==> src/rtl/multdiv_unit.sv <==
// multdiv_unit -- multi-cycle signed multiply / divide for the execute stage.
//
// A start (ctrl_MULT or ctrl_DIV) accepted in IDLE/DONE latches both operands.
// Multiply takes WIDTH radix-2 Booth steps; divide takes WIDTH restoring steps on
// operand magnitudes and fixes the quotient sign at the end. The result and
// exception are registered on the final step and presented with a one-cycle
// data_resultRDY pulse. flush aborts an in-flight op without touching outputs.
//
// Ports
//   clock, reset      : rising-edge clock, asynchronous active-low reset
//   ctrl_MULT/ctrl_DIV: start strobes (MULT wins if both are high)
//   flush             : squash the in-flight op / ignore a start this edge
//   data_operandA/B   : two's complement operands (multiplicand/dividend, multiplier/divisor)
//   data_result       : low WIDTH bits of product, or quotient
//   data_exception    : overflow or divide-by-zero, valid with data_resultRDY
//   data_resultRDY    : one-cycle result-valid pulse
//   busy              : high while iterating (pipeline stall)
module multdiv_unit #(
    parameter int WIDTH = 32,
    parameter int CNT_W = 6
) (
    input  logic             clock,
    input  logic             reset,
    input  logic             ctrl_MULT,
    input  logic             ctrl_DIV,
    input  logic             flush,
    input  logic [WIDTH-1:0] data_operandA,
    input  logic [WIDTH-1:0] data_operandB,
    output logic [WIDTH-1:0] data_result,
    output logic             data_exception,
    output logic             data_resultRDY,
    output logic             busy
);

    typedef enum logic [1:0] {S_IDLE, S_MUL, S_DIV, S_DONE} state_t;

    state_t               state_q, state_d;
    logic [CNT_W-1:0]     cnt_q, cnt_d;
    // Shared accumulator: multiply uses {upper(W+1), multiplier(W)},
    // divide uses {remainder(W+1), dividend/quotient(W)}.
    logic [2*WIDTH:0]     prod_q, prod_d;
    logic                 booth_q, booth_d;
    logic [WIDTH-1:0]     mcand_q, mcand_d;
    logic                 neg_q, neg_d;
    logic [WIDTH-1:0]     result_q, result_d;
    logic                 exc_q, exc_d;

    logic [WIDTH:0]       u_sum, m_ext, rem_sh, trial;
    logic [2*WIDTH:0]     mul_next, div_next;
    logic [WIDTH:0]       mul_top;
    logic [WIDTH-1:0]     div_quot, abs_a, abs_b;
    logic                 last;

    assign last  = (cnt_q == CNT_W'(WIDTH-1));
    assign abs_a = data_operandA[WIDTH-1] ? (~data_operandA + 1'b1) : data_operandA;
    assign abs_b = data_operandB[WIDTH-1] ? (~data_operandB + 1'b1) : data_operandB;

    // Booth step. The upper half is one bit wider than WIDTH so adding or
    // subtracting a MIN_INT multiplicand cannot overflow the partial sum.
    always_comb begin
        m_ext = {mcand_q[WIDTH-1], mcand_q};
        unique case ({prod_q[0], booth_q})
            2'b01:   u_sum = prod_q[2*WIDTH:WIDTH] + m_ext;
            2'b10:   u_sum = prod_q[2*WIDTH:WIDTH] - m_ext;
            default: u_sum = prod_q[2*WIDTH:WIDTH];
        endcase
        mul_next = {u_sum[WIDTH], u_sum, prod_q[WIDTH-1:1]};
        mul_top  = mul_next[2*WIDTH-1:WIDTH-1];
    end

    // Restoring division step on magnitudes; quotient bits shift in at the bottom.
    always_comb begin
        rem_sh   = {prod_q[2*WIDTH-1:WIDTH], prod_q[WIDTH-1]};
        trial    = rem_sh - {1'b0, mcand_q};
        div_next = trial[WIDTH] ? {rem_sh, prod_q[WIDTH-2:0], 1'b0}
                                : {trial,  prod_q[WIDTH-2:0], 1'b1};
        div_quot = div_next[WIDTH-1:0];
    end

    always_comb begin
        state_d  = state_q;
        cnt_d    = cnt_q;
        prod_d   = prod_q;
        booth_d  = booth_q;
        mcand_d  = mcand_q;
        neg_d    = neg_q;
        result_d = result_q;
        exc_d    = exc_q;
        case (state_q)
            S_IDLE, S_DONE: begin
                state_d = S_IDLE;
                if (!flush && (ctrl_MULT || ctrl_DIV)) begin
                    cnt_d = '0;
                    if (ctrl_MULT) begin
                        state_d = S_MUL;
                        prod_d  = {{(WIDTH+1){1'b0}}, data_operandB};
                        booth_d = 1'b0;
                        mcand_d = data_operandA;
                    end else begin
                        state_d = S_DIV;
                        prod_d  = {{(WIDTH+1){1'b0}}, abs_a};
                        mcand_d = abs_b;
                        neg_d   = data_operandA[WIDTH-1] ^ data_operandB[WIDTH-1];
                    end
                end
            end
            S_MUL: begin
                if (flush) begin
                    state_d = S_IDLE;
                end else begin
                    prod_d  = mul_next;
                    booth_d = prod_q[0];
                    if (last) begin
                        state_d  = S_DONE;
                        result_d = mul_next[WIDTH-1:0];
                        exc_d    = ~((&mul_top) | ~(|mul_top));
                    end else begin
                        cnt_d = cnt_q + 1'b1;
                    end
                end
            end
            S_DIV: begin
                if (flush) begin
                    state_d = S_IDLE;
                end else if (mcand_q == '0) begin
                    state_d  = S_DONE;
                    result_d = '0;
                    exc_d    = 1'b1;
                end else begin
                    prod_d = div_next;
                    if (last) begin
                        state_d  = S_DONE;
                        result_d = neg_q ? (~div_quot + 1'b1) : div_quot;
                        // Only MIN_INT / -1 yields a positive quotient with the top bit set.
                        exc_d    = ~neg_q & div_quot[WIDTH-1];
                    end else begin
                        cnt_d = cnt_q + 1'b1;
                    end
                end
            end
            default: state_d = S_IDLE;
        endcase
    end

    always_ff @(posedge clock or negedge reset) begin
        if (!reset) begin
            state_q  <= S_IDLE;
            cnt_q    <= '0;
            prod_q   <= '0;
            booth_q  <= 1'b0;
            mcand_q  <= '0;
            neg_q    <= 1'b0;
            result_q <= '0;
            exc_q    <= 1'b0;
        end else begin
            state_q  <= state_d;
            cnt_q    <= cnt_d;
            prod_q   <= prod_d;
            booth_q  <= booth_d;
            mcand_q  <= mcand_d;
            neg_q    <= neg_d;
            result_q <= result_d;
            exc_q    <= exc_d;
        end
    end

    assign data_result    = result_q;
    assign data_exception = exc_q;
    assign data_resultRDY = (state_q == S_DONE);
    assign busy           = (state_q == S_MUL) || (state_q == S_DIV);

endmodule

==> config.mk <==
export PLATFORM = sky130hd
export DESIGN_NAME = multdiv_unit
export DESIGN_NICKNAME = d
export VERILOG_FILES = /design/src/rtl/multdiv_unit.sv
export SDC_FILE = /design/constraint.sdc
export NUM_CORES = 1
export LEC_CHECK = 0
export CAP_MARGIN = 20
export CORE_MARGIN = 4
export CORE_UTILIZATION = 40
export CTS_BUF_LIST = sky130_fd_sc_hd__clkbuf_8
export CTS_CLUSTER_SIZE = 25
export DETAILED_ROUTE_END_ITERATION = 12
export GPL_TIMING_DRIVEN = 0
export PLACE_DENSITY_LB_ADDON = 0.08
export SETUP_SLACK_MARGIN = 0.1
export SLEW_MARGIN = 0
export SYNTH_ARGS = -nofsm -noshare
export SYNTH_HDL_FRONTEND = slang
export SYNTH_SLANG_ARGS = --single-unit
==> constraint.sdc <==
create_clock -name clock -period 7.38 [get_ports clock]
set_input_delay 1.476 -clock clock [delete_from_list [all_inputs] [get_ports clock]]
set_output_delay 1.476 -clock clock [all_outputs]
set_load 0.01 [all_outputs]
After elaboration in Yosys (flattened, before gate mapping)
Index checks and enable logic that the tools add are counted.
{ "word_totals": {"latchBits": 0, "register_bits": 140, "n_memories": 0, "mem_bits_ro": 0, "word_cells": 95, "ram_bits": 0} }
{ "op_classes": {"mux": 41, "n_reduce_logical": 16, "shifts": 0, "order_cmp": 0, "addsub": 7, "bitwise": 10, "div_mod_pow": 0, "n_mul": 0, "eq_ne": 13} }
{ "op_table": {"columns": ["cell", "n"], "rows": [
  ["$mux 65", 5],
  ["$mux 32", 10],
  ["$pmux 65 s3", 1],
  ["$add 32x1->32 const B", 3],
  ["$not 32->32", 3],
  ["$pmux 33 s2", 1],
  ["$pmux 32 s2", 1],
  ["$add 33x33->33", 1],
  ["$reduce_and 33->1", 1],
  ["$reduce_or 33->1", 1],
  ["$sub 33x32->33", 1],
  ["$sub 33x33->33", 1],
  ["$logic_not 32->1", 1],
  ["$mux 6", 5],
  ["$pmux 6 s3", 1],
  ["$mux 2", 6],
  ["$ne 2x2->1 const B", 6],
  ["$mux 1", 8],
  ["$reduce_and 4->1", 2],
  ["$add 6x1->6 const B", 1],
  ["$eq 2x2->1 const B", 3],
  ["$eq 6x5->1 const B", 1],
  ["$pmux 2 s3", 1],
  ["$reduce_and 5->1", 1],
  ["15 further kinds", 22]
]} }

Logic depth before layout (Yosys ltp)
Gate-level depths: netlist of the first run.
{ "depth": {"ltp_word": 9, "mapped_depth": 28} }

Worst setup path after synthesis of the first run
Ideal clock, no wire load.
{ "synth_timing": {"path_kind": "register to register", "start": "register prod_q[31]", "end": "register result_q[22], in the netlist data_result[22]", "path_slack_ps": 1789, "n_path_buf": 1, "period_less_slack_ps": 5591, "stages_incl_launch_ff": 28, "arrival_time_ps": 5462, "cell_sequence": "dfrtp_1 -> inv_1 -> ha_1 -> fa_1 -> nor2b_1 -> o21a_1 -> o21ai_0 -> a21oi_1 -> a211oi_1 -> o31ai_1 -> o21ai_0 -> nand2_1 -> a21oi_1 -> nand2b_1 -> a21oi_1 -> ha_1 -> inv_1 -> clkbuf_1 -> ha_1 -> nand2_1 -> or4_1 -> nand2b_1 -> or3_1 -> or2_1 -> o41ai_1 -> xnor2_1 -> a22oi_1 -> o21ai_1"} }
{ "synth_between": {"elab_chain_cells": 9} }
{ "synth_lines": {"columns": ["element", "line", "rtl"], "rows": [
  ["start, declared", "41", "logic [2*WIDTH:0] prod_q, prod_d;"],
  ["start signal, assigned", "158", "prod_q <= prod_d;"],
  ["$sub 33x32->33", "74", "trial = rem_sh - {1'b0, mcand_q};"],
  ["$mux 65", "75", "div_next = trial[WIDTH] ? {rem_sh, prod_q[WIDTH-2:0], 1'b0}"],
  ["$not 32->32", "133", "result_d = neg_q ? (~div_quot + 1'b1) : div_quot;"],
  ["$add 32x1->32", "133", null],
  ["$mux 32", "133", null],
  ["$mux 32", "131", "if (last) begin"],
  ["$mux 32", "125", "end else if (mcand_q == '0) begin"],
  ["$mux 32", "123", "if (flush) begin"],
  ["$pmux 32 s2", "89", "case (state_q)"],
  ["end signal, assigned", "162", "result_q <= result_d;"],
  ["end, declared", "45", "logic [WIDTH-1:0] result_q, result_d;"]
]} }
Every way passes these cells. The select of a mux whose other input is x is not followed.
A chain may end at the register's enable or synchronous reset.

Worst setup path after layout of the first run
Ends and elaborated chain as after synthesis.

==> impl_metrics.ini, run 1 <==
[power_and_ir_drop]
leakage_nw = 6.81
seqPwrFrac_pct = 21.5
peakVddDrop_mv = 0.136
power_frac_comb_pct = 64.8
powerDensity_nw_per_um2 = 310
power.total_w = 0.00502
intPower_w = 0.00237
swShare_pct = 52.8
p_sw_w = 0.00265
clockPowerShare_pct = 13.7

[finish]
antenna_cells = 0
instances_no_fill = 2442
synthToLayoutAreaGrowth_pct = 14.6
nNetsFinal = 2119
drive_gt1_share_pct = 4.48

[floorplan]
io_pins = 104
rows = 68
dieHeight_um = 196
start_util_pct = 40.7
die-area_um2 = 38400
core-area_um2 = 34700
die_w_um = 196

[global_route]
grt_first_pass_wirelength_mm = 87.6
grt_use_total_pct = 29.5
antenna_found_initial = 1
grt_overflow = 0
grt_max_degree = 73
grt_pass1_vias = 14400

[sta]
period_needed_ps = 6960
layout_worst_path_cycle_share_pct = 94.3
rsz0062_at_grt = yes
fmaxAchievable_ghz = 0.144
slew_headroom_pct = 36.9
skew_ps = 27.4
setup_ws_ps = 423
setup_viol = 0
hold_slack_ps = 485
finalHoldViolCount = 0
worst_pin_slew_ps = 946
maxSlewViolCount = 0

[route]
first_pass_iters = 6
detail-route-antenna-nets = 0
initialDrtViolationCount = 1487
dr_total_vias = 15300
wl_per_cell_um = 23.9
vias_per_cell = 6.27
remaining_drc_errors = 0
drt_wl_total_mm = 58.4

[synth]
synth_top_area_cell = dfrtp_1
synthArstFlopShare_pct = 100
synth_area_per_cell_um2 = 7.63
ys_types = 80
yosysWarnings = 0
synth_edf_count = 0
syn_area_um2 = 14100
synth_top_area_share_pct = 24.8
ys_top_cells_by_area = dfrtp_1 25%, ha_1 6.6%, o21ai_0 6.2%
ys_seq_area_share_pct = 24.8
synth_fp_nets = 1997
synth_common_cells = 199 x nand2_1, 174 x o21ai_0, 169 x nor2_1
synth.most_common_cell = nand2_1
synth_top_flop_cell = dfrtp_1
synth_seq_cells = 140
postSynthCellCount = 1852

[status]
status = completed

[clock_tree]
clockBufferDepth = 2
cts_tree = built
cts_root_buffer = clkbuf_8
hold_buffers = 0
clk-insertion-delay-late_ps = 490
h-tree-depth = 4
path_clk_slew_ps = 100
numCtsBuffers = 17
cts_sinks = 140
post_cts_buffers = 0

[min_path]
worstHoldPathCells = 2
worstHoldEndpoint = data_result[31]
worstHoldStart = data_result[31]
hold_path.class = reg -> reg

[placement]
dp.final_hpwl_mm = 46.7
gp_congestion = 0.950
place_inst = 2410
place_ws_ps = -262
port_buffers = 102

[setup_path]
endpoint_kind = flop
timing.rr.start = prod_q[31]
cp.arrival_ps = 7320
worstPathMaxFanout = 10
crit_path_top_delay_cell = dfrtp_1
cp_common_cell = ha_1
r2r_setup_slack_ps = 420
start_kind = flop
critPathKind = reg -> reg
timing.rr.end = data_result[22]
cp.required_ps = 7740
max_stage_delay_ps = 510
reg2regPathDepth = 27

[flow_run]
drv_cap = 0
-- cell families (layout without fill, tap and decap cells) --
logic type | count (synthesis) | after routing | synth area share, %
and+or+nand+nor | 607 | 607 | 20.5
muxes | 47 | 47 | 3.42
buffers and inverters | 182 | 317 | 5.02
xor gates and xnor gates | 162 | 162 | 10.0
adders and majority gates | 76 | 76 | 6.84
DFF | 140 | 140 | 24.8
AOI/OAI and AO/OA | 638 | 638 | 29.4
-- sequential cells by signal (all words and copies together) (netlist names) --
signal	cells
mcand_q	32
data_result	32
booth_q	1
data_exception	1
cnt_q	6
prod_q	65
state_q	2
neg_q	1
-- power by group through the flow --
stage	Clock (W)	Sequential [W]	Combinational (W)
finish	0.000688	0.00108	0.00325
global route	0.000730	0.00109	0.00351
CTS	0.000698	0.00107	0.00316
detailed placement	0	0.00108	0.00315
global placement	0	0.00108	0.00312
floorplan	0	0.00101	0.00221
-- worst max-delay path, delay by kind of cell, from the launching register on --
kind,cells,cell delay [ps]
flip-flops,1,510
AND/OR/NAND/NOR,8,1920
buffers and inverters,3,810
XOR/XNOR,1,110
adder cells (fa/ha/maj),4,1280
AO/OA/AOI/OAI,11,2210
-- what timing repair did --
| action | CTS | global route |
|---|---|---|
| setup endpoints to repair | 6 | 7 |
| cloned | 0 | 0 |
| gates resized for setup | 2 | 7 |
| hold endpoints to repair | 0 | 0 |
-- layer usage --
metal  up-vias  wire length [um]  global-route usage (%)
met5         -                 8                       0
met4         2              2120                    10.1
met3       125              5210                    5.68
met2       751             24500                    43.8
met1      7385             26500                    42.9
li1       7046                 -                       -
-- cell type report --
class                      instances  area, um^2
timing repair buffer             103        1050
tap                              455         569
clock inverter                    13         154
clock buffer                      19         262
sequential                       140        3500
multi-input combinational       1530        9940
fill                            3571       18500
inverter                          56         214
buffer                           126         500
-- placed cells by master (no fill, tap or decap), types with 27 or more instances in the layout --
cell	n
xor2_1	77
a21o_1	52
or3_1	27
dfrtp_1	140
a211oi_1	37
nor2_1	169
inv_1	53
mux2i_1	37
a21oi_1	137
clkbuf_1	97
nand2_1	199
ha_1	74
o21ai_0	173
clkdlybuf4s50_1	101
nand3_1	35
nor3_1	40
a22oi_1	28
xnor2_1	85
o31ai_1	31
-- through the flow --
step | setup TNS, ps | utilization (%) | area [um^2]
2_1_floorplan | 0 | - | 14100
5_1_grt | 0 | 46.6 | 16200
3_5_place_dp | -1160 | 45.4 | 15700
3_3_place_gp | -167010 | 45.3 | 15700
4_1_cts | 0 | 46.6 | 16200
6_report | 0 | 46.6 | 16200
-- worst max-delay path by stage --
| stage | startpoint | to | slack [ps] | depth (start not counted) |
|---|---|---|---|---|
| after global placement | reset | mcand_q[8] | -1210 | 1 |
| after detailed placement | prod_q[31] | data_result[28] | -260 | 28 |
| after global routing | prod_q[31] | data_result[22] | 70 | 27 |
| after CTS | prod_q[31] | data_result[28] | 150 | 28 |
| final | prod_q[31] | data_result[22] | 420 | 27 |
| after floorplan | prod_q[31] | data_result[22] | 1790 | 27 |
No activity file was read; power rests on OpenSTA's default activity.
==> run 2: changes to the inputs <==
--- a/config.mk
+++ b/config.mk
@@ -18,3 +18,4 @@
 export SYNTH_ARGS = -nofsm -noshare
 export SYNTH_HDL_FRONTEND = slang
 export SYNTH_SLANG_ARGS = --single-unit
+export TNS_END_PERCENT = 100
==> results of run 2 <==
Final layout, timing and power as in run 1 (identical DEF).
==> run 3: changes to the inputs <==
--- a/config.mk
+++ b/config.mk
@@ -12,7 +12,7 @@
 export CTS_CLUSTER_SIZE = 25
 export DETAILED_ROUTE_END_ITERATION = 12
 export GPL_TIMING_DRIVEN = 0
-export PLACE_DENSITY_LB_ADDON = 0.08
+export PLACE_DENSITY = 0.54
 export SETUP_SLACK_MARGIN = 0.1
 export SLEW_MARGIN = 0
 export SYNTH_ARGS = -nofsm -noshare
==> run 3 against run 2 <==
Net effect: critical path depth grew 1; total power shrank 1.2%; non-clock buffer count did not move; setup slack gained 230 ps; count of clock-buffer cells in the layout fell by 1; global-route usage down 1.0 points.
==> impl_metrics.ini, run 3 (synthesis gave the netlist of run 1 again) <==
[setup_path]
timing.rr.start = prod_q[31]
reg2regPathDepth = 28
max_stage_delay_ps = 580
worstPathMaxFanout = 10
crit_path_top_delay_cell = dfrtp_1
r2r_setup_slack_ps = 650
cp.arrival_ps = 7080
start_kind = flop
endpoint_kind = flop
timing.rr.end = data_result[30]
cp.required_ps = 7730
crit_start = prod_q[31]
critPathKind = reg -> reg

[finish]
nNetsFinal = 2119
instances_no_fill = 2442
synthToLayoutAreaGrowth_pct = 14.4
drive_gt1_share_pct = 4.38
final_common_cell = nand2_1
largest_reg_flops = 65
layout_common_cells = 199 x nand2_1, 173 x o21ai_0, 169 x nor2_1
fillers = 3642
regMostFlops = prod_q
utilization_pct = 46.5
antenna_cells = 0

[route]
first_pass_iters = 5
dr_total_vias = 14900
detail-route-antenna-nets = 0
initialDrtViolationCount = 1388
drt_wl_total_mm = 56.3
vias_per_cell = 6.10
remaining_drc_errors = 0
wl_per_cell_um = 23.1

[floorplan]
rows = 68
io_pins = 104
start_util_pct = 40.7
dieHeight_um = 196
core-area_um2 = 34700
die-area_um2 = 38400
die_w_um = 196

[sta]
skew_ps = 18.2
rsz0062_at_grt = no
maxSlewViolCount = 0
period_needed_ps = 6730
fmaxAchievable_ghz = 0.149
layout_worst_path_cycle_share_pct = 91.2
finalHoldViolCount = 0
setup_viol = 0
hold_slack_ps = 486
fin_setup_tns_ps = 0
slew_headroom_pct = 35.4
worst_pin_slew_ps = 970

[global_route]
grt_max_degree = 90
grt_overflow = 0
grt_first_pass_wirelength_mm = 85.0
grt_pass1_vias = 14000
antenna_found_initial = 0
grt_use_total_pct = 28.5

[min_path]
hold_path.class = reg -> reg
worstHoldPathCells = 2
worstHoldEndpoint = data_result[5]
worstHoldStart = data_result[5]

[flow_run]
drv_cap = 0

[power_and_ir_drop]
powerDensity_nw_per_um2 = 307
peakVddDrop_mv = 0.117
leakage_nw = 6.80
power.total_w = 0.00496

[clock_tree]
cts_root_buffer = clkbuf_8
post_cts_buffers = 0
cts_tree = built
clockBufferDepth = 2
path_clk_slew_ps = 90
h-tree-depth = 4
clk-insertion-delay-late_ps = 480
cts_sinks = 140
numCtsBuffers = 17

[status]
status = completed

[placement]
dp.final_hpwl_mm = 45.7
port_buffers = 102
gp_congestion = 1.02
place_inst = 2410
-- run 3: area by class of cell --
type                       instances  area [um^2]  area share, %
sequential                       140         3500           21.7
inverter                          56          210           1.30
timing repair buffer             103         1050           6.50
clock buffer                      18          248           1.53
tap                              455          569           3.52
buffer                           126          503           3.11
clock inverter                    14          150          0.929
multi-input combinational       1530         9920           61.4
-- run 3: repair_timing --
item | in CTS | in global routing
hold buffers | 0 | 0
gates resized for setup | 1 | 6
setup endpoints to repair | 3 | 6
cloned | 0 | 0
-- run 3: through the flow --
step | instance area [um^2] | setup WS, ps
final | 16200 | 652
after global routing | 16200 | 217
after CTS | 16100 | 262
after detailed placement | 15700 | 26.3
after global placement | 15700 | -1240
after floorplan | 14100 | 1790
-- run 3: critical path: cells and delay by family, from the launching register on --
family	cells	cell delay (ps)
compound gates	11	2170
simple gates	9	1960
fa+ha+maj	4	1210
buf+inv	3	610
flops	1	580
xor+xnor	1	90
-- run 3: how the worst max path moves through the flow --
stage          slack, ps  cells past startpoint              end
2_1_floorplan       1790                     27  data_result[22]
3_3_place_gp       -1240                      1       mcand_q[8]
3_5_place_dp          30                     28  data_result[30]
4_1_cts              260                     28  data_result[30]
5_1_grt              220                     28  data_result[28]
6_report             650                     28  data_result[30]
-- run 3: power breakdown --
part	internal [W]	total, W	switching [W]
Sequential	0.000893	0.00108	0.000189
Combinational	0.00115	0.00322	0.00207
Clock	0.000289	0.000657	0.000367
Total	0.00233	0.00496	0.00263
-- run 3: routing by layer --
metal	part of all wire, %	track usage, %
met1	46	40.9
met2	44	44.1
met3	6.8	4.53
met4	2.9	8.74
met5	0	0
